<file path="src/rtl/alu_issue_pkg.sv">
// Shared types and constants for the alu issue stage: opcodes, alu ctrl
// encodings, FSM state enum and the per-op hold latency lookup.
package alu_issue_pkg;

  localparam int XLEN       = 32;
  localparam int SIMPLE_LAT = 2;
  localparam int MUL_LAT    = 34;
  localparam int DIV_LAT    = 36;
  localparam int FLUSH_CYC  = 1;
  localparam int CNT_W      = 6;

  localparam logic [6:0] OPC_OP     = 7'b0110011;
  localparam logic [6:0] OPC_OP_IMM = 7'b0010011;

  // ctrl = {funct7[5], funct7[0], funct3}
  localparam logic [4:0] CTRL_ADD    = 5'b00000;
  localparam logic [4:0] CTRL_SUB    = 5'b10000;
  localparam logic [4:0] CTRL_SLL    = 5'b00001;
  localparam logic [4:0] CTRL_XOR    = 5'b00100;
  localparam logic [4:0] CTRL_SRL    = 5'b00101;
  localparam logic [4:0] CTRL_SRA    = 5'b10101;
  localparam logic [4:0] CTRL_OR     = 5'b00110;
  localparam logic [4:0] CTRL_AND    = 5'b00111;
  localparam logic [4:0] CTRL_MUL    = 5'b01000;
  localparam logic [4:0] CTRL_MULH   = 5'b01001;
  localparam logic [4:0] CTRL_MULHSU = 5'b01010;
  localparam logic [4:0] CTRL_MULHU  = 5'b01011;
  localparam logic [4:0] CTRL_DIV    = 5'b01100;
  localparam logic [4:0] CTRL_DIVU   = 5'b01101;
  localparam logic [4:0] CTRL_REM    = 5'b01110;
  localparam logic [4:0] CTRL_REMU   = 5'b01111;

  typedef enum logic [1:0] {IDLE, FLUSH, EXEC, DONE} state_t;

  // Cycles the alu inputs must stay stable before y is valid
  function automatic logic [CNT_W-1:0] hold_lat(input logic [4:0] ctrl);
    if (ctrl[3:2] == 2'b11) return CNT_W'(DIV_LAT);
    if (ctrl[3])            return CNT_W'(MUL_LAT);
    return CNT_W'(SIMPLE_LAT);
  endfunction

endpackage

</file>
<file path="src/rtl/alu_issue_if.sv">
// Issue-stage bus: upstream instruction handshake, alu drive/return,
// downstream result handshake. master = surrounding logic, slave = stage.
interface alu_issue_if;
  import alu_issue_pkg::*;

  logic            in_valid;
  logic            in_ready;
  logic [31:0]     in_instr;
  logic [XLEN-1:0] in_rs1;
  logic [XLEN-1:0] in_rs2;
  logic [XLEN-1:0] alu_a;
  logic [XLEN-1:0] alu_b;
  logic [4:0]      alu_ctrl;
  logic [XLEN-1:0] alu_y;
  logic            out_valid;
  logic            out_ready;
  logic [XLEN-1:0] out_result;
  logic            out_illegal;

  modport master (
    output in_valid, in_instr, in_rs1, in_rs2, alu_y, out_ready,
    input  in_ready, alu_a, alu_b, alu_ctrl, out_valid, out_result, out_illegal
  );

  modport slave (
    input  in_valid, in_instr, in_rs1, in_rs2, alu_y, out_ready,
    output in_ready, alu_a, alu_b, alu_ctrl, out_valid, out_result, out_illegal
  );
endinterface

</file>
<file path="src/rtl/alu_issue_decode.sv">
// Combinational RV32IM OP/OP-IMM decode into alu operands and ctrl.
module alu_issue_decode
  import alu_issue_pkg::*;
(
  input  logic [31:0]     instr,
  input  logic [XLEN-1:0] rs1,
  input  logic [XLEN-1:0] rs2,
  output logic [XLEN-1:0] a,
  output logic [XLEN-1:0] b,
  output logic [4:0]      ctrl,
  output logic            illegal,
  output logic            is_div
);
  logic [6:0] opc, f7;
  logic [2:0] f3;
  logic       unused_fields;

  assign opc = instr[6:0];
  assign f3  = instr[14:12];
  assign f7  = instr[31:25];
  // register specifiers are resolved upstream; only values arrive here
  assign unused_fields = ^{instr[19:15], instr[11:7]};

  // Operand select, ctrl build and legality check
  always_comb begin
    a       = rs1;
    b       = rs2;
    ctrl    = {f7[5], f7[0], f3};
    illegal = 1'b1;
    case (opc)
      OPC_OP:
        illegal = !(f7 == 7'b0000000 || f7 == 7'b0000001 ||
                    (f7 == 7'b0100000 && (f3 == 3'b000 || f3 == 3'b101)));
      OPC_OP_IMM: begin
        b    = {{(XLEN-12){instr[31]}}, instr[31:20]};
        ctrl = {(f3 == 3'b101) & instr[30], 1'b0, f3};
        if (f3 == 3'b001)      illegal = (f7 != 7'b0000000);
        else if (f3 == 3'b101) illegal = !(f7 == 7'b0000000 || f7 == 7'b0100000);
        else                   illegal = 1'b0;
      end
      default: ;
    endcase
    // set-less-than has no alu encoding here
    if (!ctrl[3] && f3[2:1] == 2'b01) illegal = 1'b1;
    is_div = !illegal && (ctrl[3:2] == 2'b11);
  end
endmodule

</file>
<file path="src/rtl/alu_issue.sv">
// Issue/sequencing stage in front of the 32-bit alu. Holds a/b/ctrl for the
// op's latency, inserts a zero-operand flush before divides, captures y.
// Optional: ALU_ISSUE_DIV0_FAST_EN returns div/rem-by-zero results directly.
module alu_issue
  import alu_issue_pkg::*;
(
  input  logic clk,
  input  logic rst,
  alu_issue_if.slave bus
);
  state_t            state, nxt;
  logic [CNT_W-1:0]  cnt;
  logic [XLEN-1:0]   a_q, b_q, alu_a, alu_b, result;
  logic [XLEN-1:0]   dec_a, dec_b;
  logic [4:0]        alu_ctrl, dec_ctrl;
  logic              illegal_q, dec_illegal, dec_is_div, fast_div0, accept;

  alu_issue_decode u_dec (
    .instr   (bus.in_instr),
    .rs1     (bus.in_rs1),
    .rs2     (bus.in_rs2),
    .a       (dec_a),
    .b       (dec_b),
    .ctrl    (dec_ctrl),
    .illegal (dec_illegal),
    .is_div  (dec_is_div)
  );

  assign accept = (state == IDLE) && bus.in_valid;

`ifdef ALU_ISSUE_DIV0_FAST_EN
  assign fast_div0 = dec_is_div && (bus.in_rs2 == '0);
`else
  assign fast_div0 = 1'b0;
`endif

  // State register
  always_ff @(posedge clk or posedge rst) begin
    if (rst) state <= IDLE;
    else     state <= nxt;
  end

  // Next-state: flush only for divides; illegal/fast ops finish immediately
  always_comb begin
    nxt = state;
    case (state)
      IDLE:  if (bus.in_valid) begin
               if (dec_illegal || fast_div0) nxt = DONE;
               else if (dec_is_div)          nxt = FLUSH;
               else                          nxt = EXEC;
             end
      FLUSH: if (cnt == '0) nxt = EXEC;
      EXEC:  if (cnt == '0) nxt = DONE;
      DONE:  if (bus.out_ready) nxt = IDLE;
      default: nxt = IDLE;
    endcase
  end

  // Datapath: alu drive registers, hold counter and result capture
  always_ff @(posedge clk or posedge rst) begin
    if (rst) begin
      cnt <= '0; a_q <= '0; b_q <= '0;
      alu_a <= '0; alu_b <= '0; alu_ctrl <= 5'b00000;
      result <= '0; illegal_q <= 1'b0;
    end else begin
      case (state)
        IDLE: if (accept) begin
          if (dec_illegal) begin
            result <= '0; illegal_q <= 1'b1;
          end else if (fast_div0) begin
            result <= dec_ctrl[1] ? bus.in_rs1 : '1;
            illegal_q <= 1'b0;
          end else if (dec_is_div) begin
            alu_ctrl <= dec_ctrl; alu_a <= '0; alu_b <= '0;
            a_q <= dec_a; b_q <= dec_b;
            cnt <= CNT_W'(FLUSH_CYC - 1);
          end else begin
            alu_ctrl <= dec_ctrl; alu_a <= dec_a; alu_b <= dec_b;
            cnt <= hold_lat(dec_ctrl) - 1'b1;
          end
        end
        FLUSH: if (cnt == '0) begin
          alu_a <= a_q; alu_b <= b_q;
          cnt <= hold_lat(alu_ctrl) - 1'b1;
        end else cnt <= cnt - 1'b1;
        EXEC: if (cnt == '0) begin
          result <= bus.alu_y; illegal_q <= 1'b0;
        end else cnt <= cnt - 1'b1;
        default: ;
      endcase
    end
  end

  assign bus.in_ready    = (state == IDLE);
  assign bus.out_valid   = (state == DONE);
  assign bus.out_result  = result;
  assign bus.out_illegal = illegal_q;
  assign bus.alu_a       = alu_a;
  assign bus.alu_b       = alu_b;
  assign bus.alu_ctrl    = alu_ctrl;
endmodule

</file>
<file path="src/flat_wrapper.sv">
// flat-port wrapper written by rule: the top's interface ports become plain ports
module alu_issue_flat import alu_issue_pkg::*;
  (clk, rst, bus_in_valid, bus_in_instr, bus_in_rs1, bus_in_rs2, bus_alu_y, bus_out_ready, bus_in_ready, bus_alu_a, bus_alu_b, bus_alu_ctrl, bus_out_valid, bus_out_result, bus_out_illegal);
  alu_issue_if bus_i ();
  input  logic clk;
  input  logic rst;
  input wire logic [$bits(bus_i.in_valid)-1:0] bus_in_valid;
  input wire logic [$bits(bus_i.in_instr)-1:0] bus_in_instr;
  input wire logic [$bits(bus_i.in_rs1)-1:0] bus_in_rs1;
  input wire logic [$bits(bus_i.in_rs2)-1:0] bus_in_rs2;
  input wire logic [$bits(bus_i.alu_y)-1:0] bus_alu_y;
  input wire logic [$bits(bus_i.out_ready)-1:0] bus_out_ready;
  output wire logic [$bits(bus_i.in_ready)-1:0] bus_in_ready;
  output wire logic [$bits(bus_i.alu_a)-1:0] bus_alu_a;
  output wire logic [$bits(bus_i.alu_b)-1:0] bus_alu_b;
  output wire logic [$bits(bus_i.alu_ctrl)-1:0] bus_alu_ctrl;
  output wire logic [$bits(bus_i.out_valid)-1:0] bus_out_valid;
  output wire logic [$bits(bus_i.out_result)-1:0] bus_out_result;
  output wire logic [$bits(bus_i.out_illegal)-1:0] bus_out_illegal;
  assign bus_i.in_valid = bus_in_valid;
  assign bus_i.in_instr = bus_in_instr;
  assign bus_i.in_rs1 = bus_in_rs1;
  assign bus_i.in_rs2 = bus_in_rs2;
  assign bus_i.alu_y = bus_alu_y;
  assign bus_i.out_ready = bus_out_ready;
  assign bus_in_ready = bus_i.in_ready;
  assign bus_alu_a = bus_i.alu_a;
  assign bus_alu_b = bus_i.alu_b;
  assign bus_alu_ctrl = bus_i.alu_ctrl;
  assign bus_out_valid = bus_i.out_valid;
  assign bus_out_result = bus_i.out_result;
  assign bus_out_illegal = bus_i.out_illegal;
  alu_issue u_core (.clk(clk), .rst(rst), .bus(bus_i));
endmodule
</file>
<file path="config.mk">
export PLATFORM = sky130hd
export DESIGN_NAME = alu_issue_flat
export DESIGN_NICKNAME = d
export VERILOG_FILES = /design/src/rtl/alu_issue_pkg.sv /design/src/rtl/alu_issue_if.sv /design/src/rtl/alu_issue_decode.sv /design/src/rtl/alu_issue.sv /design/src/flat_wrapper.sv
export SDC_FILE = /design/constraint.sdc
export NUM_CORES = 1
export LEC_CHECK = 0
export BUFFER_PORTS_ARGS = -buffer_cell sky130_fd_sc_hd__buf_2
export CAP_MARGIN = 25
export CORE_MARGIN = 5
export CORE_UTILIZATION = 35
export CTS_BUF_LIST = sky130_fd_sc_hd__clkbuf_8
export DETAILED_ROUTE_END_ITERATION = 8
export PLACE_DENSITY_LB_ADDON = 0.25
export SKIP_CTS_REPAIR_TIMING = 1
export SLEW_MARGIN = 20
export SYNTH_ARGS = -nofsm -noshare
export SYNTH_HDL_FRONTEND = slang
export SYNTH_HIERARCHICAL = 1
export SYNTH_SLANG_ARGS = --single-unit
</file>
<file path="constraint.sdc">
create_clock -name clk -period 5.43 [get_ports clk]
set_input_delay 0.543 -clock clk [delete_from_list [all_inputs] [get_ports clk]]
set_output_delay 0.543 -clock clk [all_outputs]
set_load 0.01 [all_outputs]
</file>
### Word-level counts from Yosys, hierarchy flattened

Cells that the tools add are included.

| cells by class | value |
|---|---|
| add/subtract/negate cells | 3 |
| equal/unequal tests | 20 |
| multiplexer cells | 69 |
| bitwise logic cells | 2 |
| reduce and logical (&&, ||, !) cells | 26 |

Operators with widths:

| kind | count |
|---|---|
| two-way mux 32 bit | 12 |
| one-hot mux 32 bit (2 select lines) | 3 |
| two-way mux 6 bit | 19 |
| two-way mux 1 bit | 24 |
| AND reduction 4 bit | 5 |
| one-hot mux 6 bit (3 select lines) | 1 |
| subtractor 6 x 1 -> 6 bit (second input constant) | 3 |
| equality test 7 x 6 -> 1 bit (second input constant) | 2 |
| two-way mux 2 bit | 6 |
| equality test 2 bit (second input constant) | 4 |
| inequality test 2 x 1 -> 1 bit (second input constant) | 4 |
| inequality test 2 bit (second input constant) | 4 |
| one-hot mux 2 bit (4 select lines) | 1 |
| equality test 7 x 1 -> 1 bit (second input constant) | 1 |
| equality test 7 x 5 -> 1 bit (second input constant) | 1 |
| logical NOT 7 bit | 1 |
| nonzero test 7 bit | 1 |
| logical NOT 6 bit | 1 |
| two-way mux 5 bit | 1 |
| equality test 2 x 1 -> 1 bit (second input constant) | 2 |
| logical AND 1 bit | 4 |
| logical NOT 1 bit | 4 |
| logical OR 1 bit | 4 |
| one-hot mux 1 bit (2 select lines) | 2 |
| other kinds (9) | 10 |

| storage, ports and cells | value |
|---|---|
| bits in registers | 174 |
| output and inout port bits | 104 |

### Depth between registers and ports, before layout

| logic depth | value |
|---|---|
| word-level depth | 29 |
| gate-level depth with buffers | 10 |
| depth with buffers taken out | 8 |

### By module

The synthesis kept the hierarchy.

Modules (own cells, without submodules):

| module | times used | cells each | area an instance (sq um) | sequential area each (sq um) |
|---|---|---|---|---|
| alu_issue | 1 | 585 | 7910.1 | 4354.2 |
| alu_issue_decode | 1 | 94 | 769.5 | 0.0 |

### Worst setup path before layout

Ideal clock, no wire load.

| path | value |
|---|---|
| path type | input -> register |
| from | in bus_in_instr[29] |
| to | reg u_core.alu_a[0] (netlist: u_core/bus.alu_a[0]) |
| library setup time | 125 ps |
| arrival | 2736 ps |
| data required time | 5305 ps |
| setup slack | 2569 ps |
| stages on the path | 10 |
| path buffers | 2 |
| cell sequence | or4_4 > nor2_2 > nand2_1 > a2111o_1 > inv_1 > nand3_1 > a22o_1 > buf_6 > buf_6 > mux2_4 |

| on the way | value |
|---|---|
| longest elaborated chain between the ends | 13 |
| elaborated cells between the ends (all ways) | 22 |

Ends and longest elaborated chain:

| item | line | text |
|---|---|---|
| from (decl) | flat_wrapper.sv:8 | `input wire logic [$bits(bus_i.in_instr)-1:0] bus_in_instr;` |
| equality test 7 x 6 -> 1 bit or logical NOT 7 bit (tied branches) | alu_issue_decode.sv:33, alu_issue_decode.sv:38, alu_issue_decode.sv:32 |  |
| logical OR 1 bit | alu_issue_decode.sv:38 | `else if (f3 == 3'b101) illegal = !(f7 == 7'b0000000 \|\| f7 == 7'b0100000);` |
| logical NOT 1 bit | alu_issue_decode.sv:38 |  |
| two-way mux 1 bit | alu_issue_decode.sv:38 |  |
| two-way mux 1 bit | alu_issue_decode.sv:37 | `if (f3 == 3'b001) illegal = (f7 != 7'b0000000);` |
| one-hot mux 1 bit (2 select lines) (*) | alu_issue_decode.sv:30 | `case (opc)` |
| two-way mux 1 bit (*) | alu_issue_decode.sv:44 | `if (!ctrl[3] && f3[2:1] == 2'b01) illegal = 1'b1;` |
| net u_core.dec_illegal | alu_issue.sv:16 | `logic illegal_q, dec_illegal, dec_is_div, fast_div0, accept;` |
| logical NOT 1 bit | alu_issue_decode.sv:45 | `is_div = !illegal && (ctrl[3:2] == 2'b11);` |
| logical AND 1 bit | alu_issue_decode.sv:45 |  |
| two-way mux 32 bit | alu_issue.sv:73 | `end else if (dec_is_div) begin` |
| two-way mux 32 bit | alu_issue.sv:68 | `if (dec_illegal) begin` |
| two-way mux 32 bit | alu_issue.sv:67 | `IDLE: if (accept) begin` |
| one-hot mux 32 bit (2 select lines) | alu_issue.sv:66 | `case (state)` |
| to (signal assigned) | alu_issue.sv:83 | `alu_a <= a_q; alu_b <= b_q;` |
| to (decl) | alu_issue.sv:13 | `logic [XLEN-1:0] a_q, b_q, alu_a, alu_b, result;` |

The timed path passes the listed nets; every way through them passes the cells marked *. The select of a mux whose other input is x is not followed.
A chain may end at the register's enable or synchronous reset.

### Worst setup path in the final report

| path | value |
|---|---|
| from | in bus_in_instr[29] |
| to | reg u_core.alu_b[24] (netlist: u_core/bus.alu_b[24]) |

| on the way | value |
|---|---|
| longest elaborated chain between the ends | 13 |
| elaborated cells between the ends (all ways) | 22 |

Ends and longest elaborated chain:

| item | line |
|---|---|
| equality test 7 x 6 -> 1 bit or logical NOT 7 bit (tied branches) | alu_issue_decode.sv:33, alu_issue_decode.sv:38, alu_issue_decode.sv:32 |
| logical OR 1 bit | alu_issue_decode.sv:38 |
| logical NOT 1 bit | alu_issue_decode.sv:38 |
| two-way mux 1 bit | alu_issue_decode.sv:38 |
| two-way mux 1 bit | alu_issue_decode.sv:37 |
| one-hot mux 1 bit (2 select lines) (*) | alu_issue_decode.sv:30 |
| two-way mux 1 bit (*) | alu_issue_decode.sv:44 |
| net u_core.dec_illegal | alu_issue.sv:16 |
| logical NOT 1 bit | alu_issue_decode.sv:45 |
| logical AND 1 bit | alu_issue_decode.sv:45 |
| two-way mux 32 bit | alu_issue.sv:73 |
| two-way mux 32 bit | alu_issue.sv:68 |
| two-way mux 32 bit | alu_issue.sv:67 |
| one-hot mux 32 bit (2 select lines) | alu_issue.sv:66 |
| to (signal assigned) | alu_issue.sv:83 |
| to (decl) | alu_issue.sv:13 |

Marks and branches as above.

==> results.yml <==
detailed_routing:
  drtPass1Iterations: 6
  vias: 5736
  via_per_inst: 4.80
  drt_iter0_drc: 215
  drc: 0
  wirelength_um: 20100
  wl_per_cell_um: 16.8
  drtAntennaViolNets: 0
critical_path:
  worstPathArrival_ps: 3760
  cp_max_fo: 33
  cp.required_ps: 5770
  slowest_delay_ps: 560
  worstSetupPathType: "primary input to flop"
  cp-start-kind: "primary input"
  crit_slowest_cell: "a22o_4"
  cp-end-kind: "flop"
  path_cells: "buf_2, or4_4, nor2_2, nand2_1, a2111o_1, inv_1, nand3_1, a22o_4, buf_4, mux2_4"
  critPathBufInv: 3
  cp_top_family: "simple AND/OR/NAND/NOR gates"
sta:
  finalHoldViolations: 0
  max_clock_freq_mhz: 292
  tightest_slew_ps: 740
  period_minus_slack_ps: 3430
  finalCritPeriodShare: 0.631
  maxSlewViolCount: 0
  rsz0062_at_grt: "no"
  relSlewSlack: 0.507
  fin_tns_setup_ps: 0
  worst_hold_slack_ps: 210
  finalSetupViolCount: 0
  finalClockSkew_ps: 19.5
global_route:
  overflow: 0
  grt_pass1_vias: 6034
  grt_use_total: 0.144
  grt_pass1_wl_um: 32800
  grt_start_max_net_pins: 98
  antenna_found_initial: 2
clock_tree:
  cts_tree: "built"
  clkTransAtPathRegs_ps: 100
  htree_levels: 4
  clk_path_buf_depth: 2
  clkLatencyLatePin_ps: 460
  cts-root-buf: "clkbuf_8"
  clock_sinks: 174
  cts_made_buffers: 17
logic_synthesis:
  synth_edf_count: 0
  syn-mean-instance-area_um2: 12.8
  ys_ff_latch: 174
  synth.distinct_cells: 47
  synth_xor_area_frac: 0.00101
  async_flop_share: 1.00
  synthesis.area_mm2: 0.00868
  synthMuxAreaShare: 0.254
  synth_seq_area_share: 0.502
  synth_top_family_by_area: "multiplexers"
  yosys_warnings: 6
  synth-compound-area-share: 0.107
  synth_cells: 679
  synthSimpleGateAreaFrac: 0.0487
  synth_nets: 817
  synthFlopType: "dfrtp_1"
  synth_fa_ha_area_frac: 0.00865
pwr:
  swShare: 0.375
  ir_drop_mv: 0.332
  power_frac_seq: 0.368
  internal-power_mw: 3.18
  power_density_mw_per_mm2: 496
  p_clk_frac: 0.189
  leakage_nw: 5.61
  p_sw_mw: 1.91
  power_frac_comb: 0.444
cells_and_area:
  layout_common_cells: "buf_2 (225), dfrtp_1 (174), mux2_2 (77)"
  syn_to_final_growth_pct: 18.1
  instances_no_fill: 1194
  layout-drive-gt1-share: 0.484
  diodes: 0
  final_nets: 995
  mostFrequentLayoutCell: "buf_2"
  final_area_mm2: 0.0103
die:
  dieArea_mm2: 0.0280
  rows: 57
  die_y_um: 167
  initial_core_util: 0.356
  num_io_pins: 236
  design.core.area_mm2: 0.0244
  die_width_um: 167
placement:
  gp_congestion: 0.787
  dpl.hpwl_um: 13300
  place_inst: 1162
  dpl_cell_area_mm2: 0.00984
  io_buffers: 225
hold_path:
  hp-class: "primary input to async pin"
flow_run:
  cap_violations: 0
run_status:
  status: "completed"
-- logic make-up after synthesis --
logic type	after synthesis
multiplexers	179
flip-flops	174
buffers and inverters	128
AO/OA/AOI/OAI	116
AND/OR/NAND/NOR	75
adder cells (fa/ha/maj)	6
XOR/XNOR	1
-- sequential cells by signal, indices dropped and copies added (netlist names) --
signal                  count
u_core/bus.alu_ctrl         5
u_core/bus.alu_b           32
u_core/state                2
u_core/b_q                 32
u_core/bus.out_result      32
u_core/bus.alu_a           32
u_core/a_q                 32
u_core/cnt                  6
u_core/bus.out_illegal      1
-- metal layers --
metal | global-route usage | wire length, um | vias to the layer above
li1 | - | - | 2716
met1 | 0.194 | 9190 | 2830
met2 | 0.222 | 9010 | 176
met3 | 0.0549 | 1730 | 10
met4 | 0.0307 | 115 | 4
met5 | 0 | 19 | -
-- power by group through the flow --
stage	Combinational, mW	Sequential, mW	Clock [mW]
2_1_floorplan	1.51	2.01	0
3_3_place_gp	2.28	1.89	0
3_5_place_dp	2.31	1.89	0
4_1_cts	2.30	1.87	1.01
5_1_grt	2.47	1.92	1.06
6_report	2.26	1.87	0.961
-- cells in the mapped netlist, types with 2 or more instances --
cell type	instances	area, um^2
mux2i_1	39	390
o21ai_0	6	30.0
buf_2	3	15.0
nand3_1	5	25.0
a31oi_1	3	18.8
a21o_1	22	165
o31ai_1	2	15.0
nand2_1	34	128
nor3_1	4	20.0
buf_4	39	293
a22o_1	63	552
nor3b_1	6	45.0
and2_1	2	12.5
dfrtp_1	174	4350
inv_1	52	195
ha_1	6	75.1
nand2b_1	2	12.5
nor2_1	6	22.5
buf_6	7	78.8
clkbuf_1	27	101
mux2_2	77	867
mux2_4	63	946
nand4_1	3	18.8
a21oi_1	9	45.0
nor2b_1	3	18.8
-- final timing paths --
check | from | end | slack (ps) | depth (start not counted)
max in group asynchronous | rst | u_core/bus.alu_b[19] | 4250 | 3
min | rst | u_core/bus.out_result[3] | 210 | 2
min reg2reg | u_core/bus.alu_ctrl[0] | u_core/bus.alu_ctrl[0] | 510 | 1
max | bus_in_instr[29] | u_core/bus.alu_b[24] | 2000 | 10
min in group clk | bus_alu_y[14] | u_core/bus.out_result[14] | 320 | 3
max reg2reg | u_core/state[1] | u_core/bus.alu_a[26] | 2380 | 5
-- layout make-up --
type | count | area, um^2
fill | 2340 | 14100
inverter | 52 | 200
multi-input combinational | 377 | 3670
sequential | 174 | 4350
clock buffer | 18 | 248
clock inverter | 14 | 165
tap | 324 | 405
timing repair buffer | 235 | 1210
-- through the flow --
stage | worst slack (ps) | util | total power, mW
floorplan | 170 | - | 3.53
global placement | 1540 | 0.404 | 4.17
detailed placement | 1500 | 0.404 | 4.20
CTS | 2010 | 0.420 | 5.19
global route | 1870 | 0.420 | 5.46
finish | 2000 | 0.420 | 5.09
Note: power is estimated with default switching activity, not from simulation.
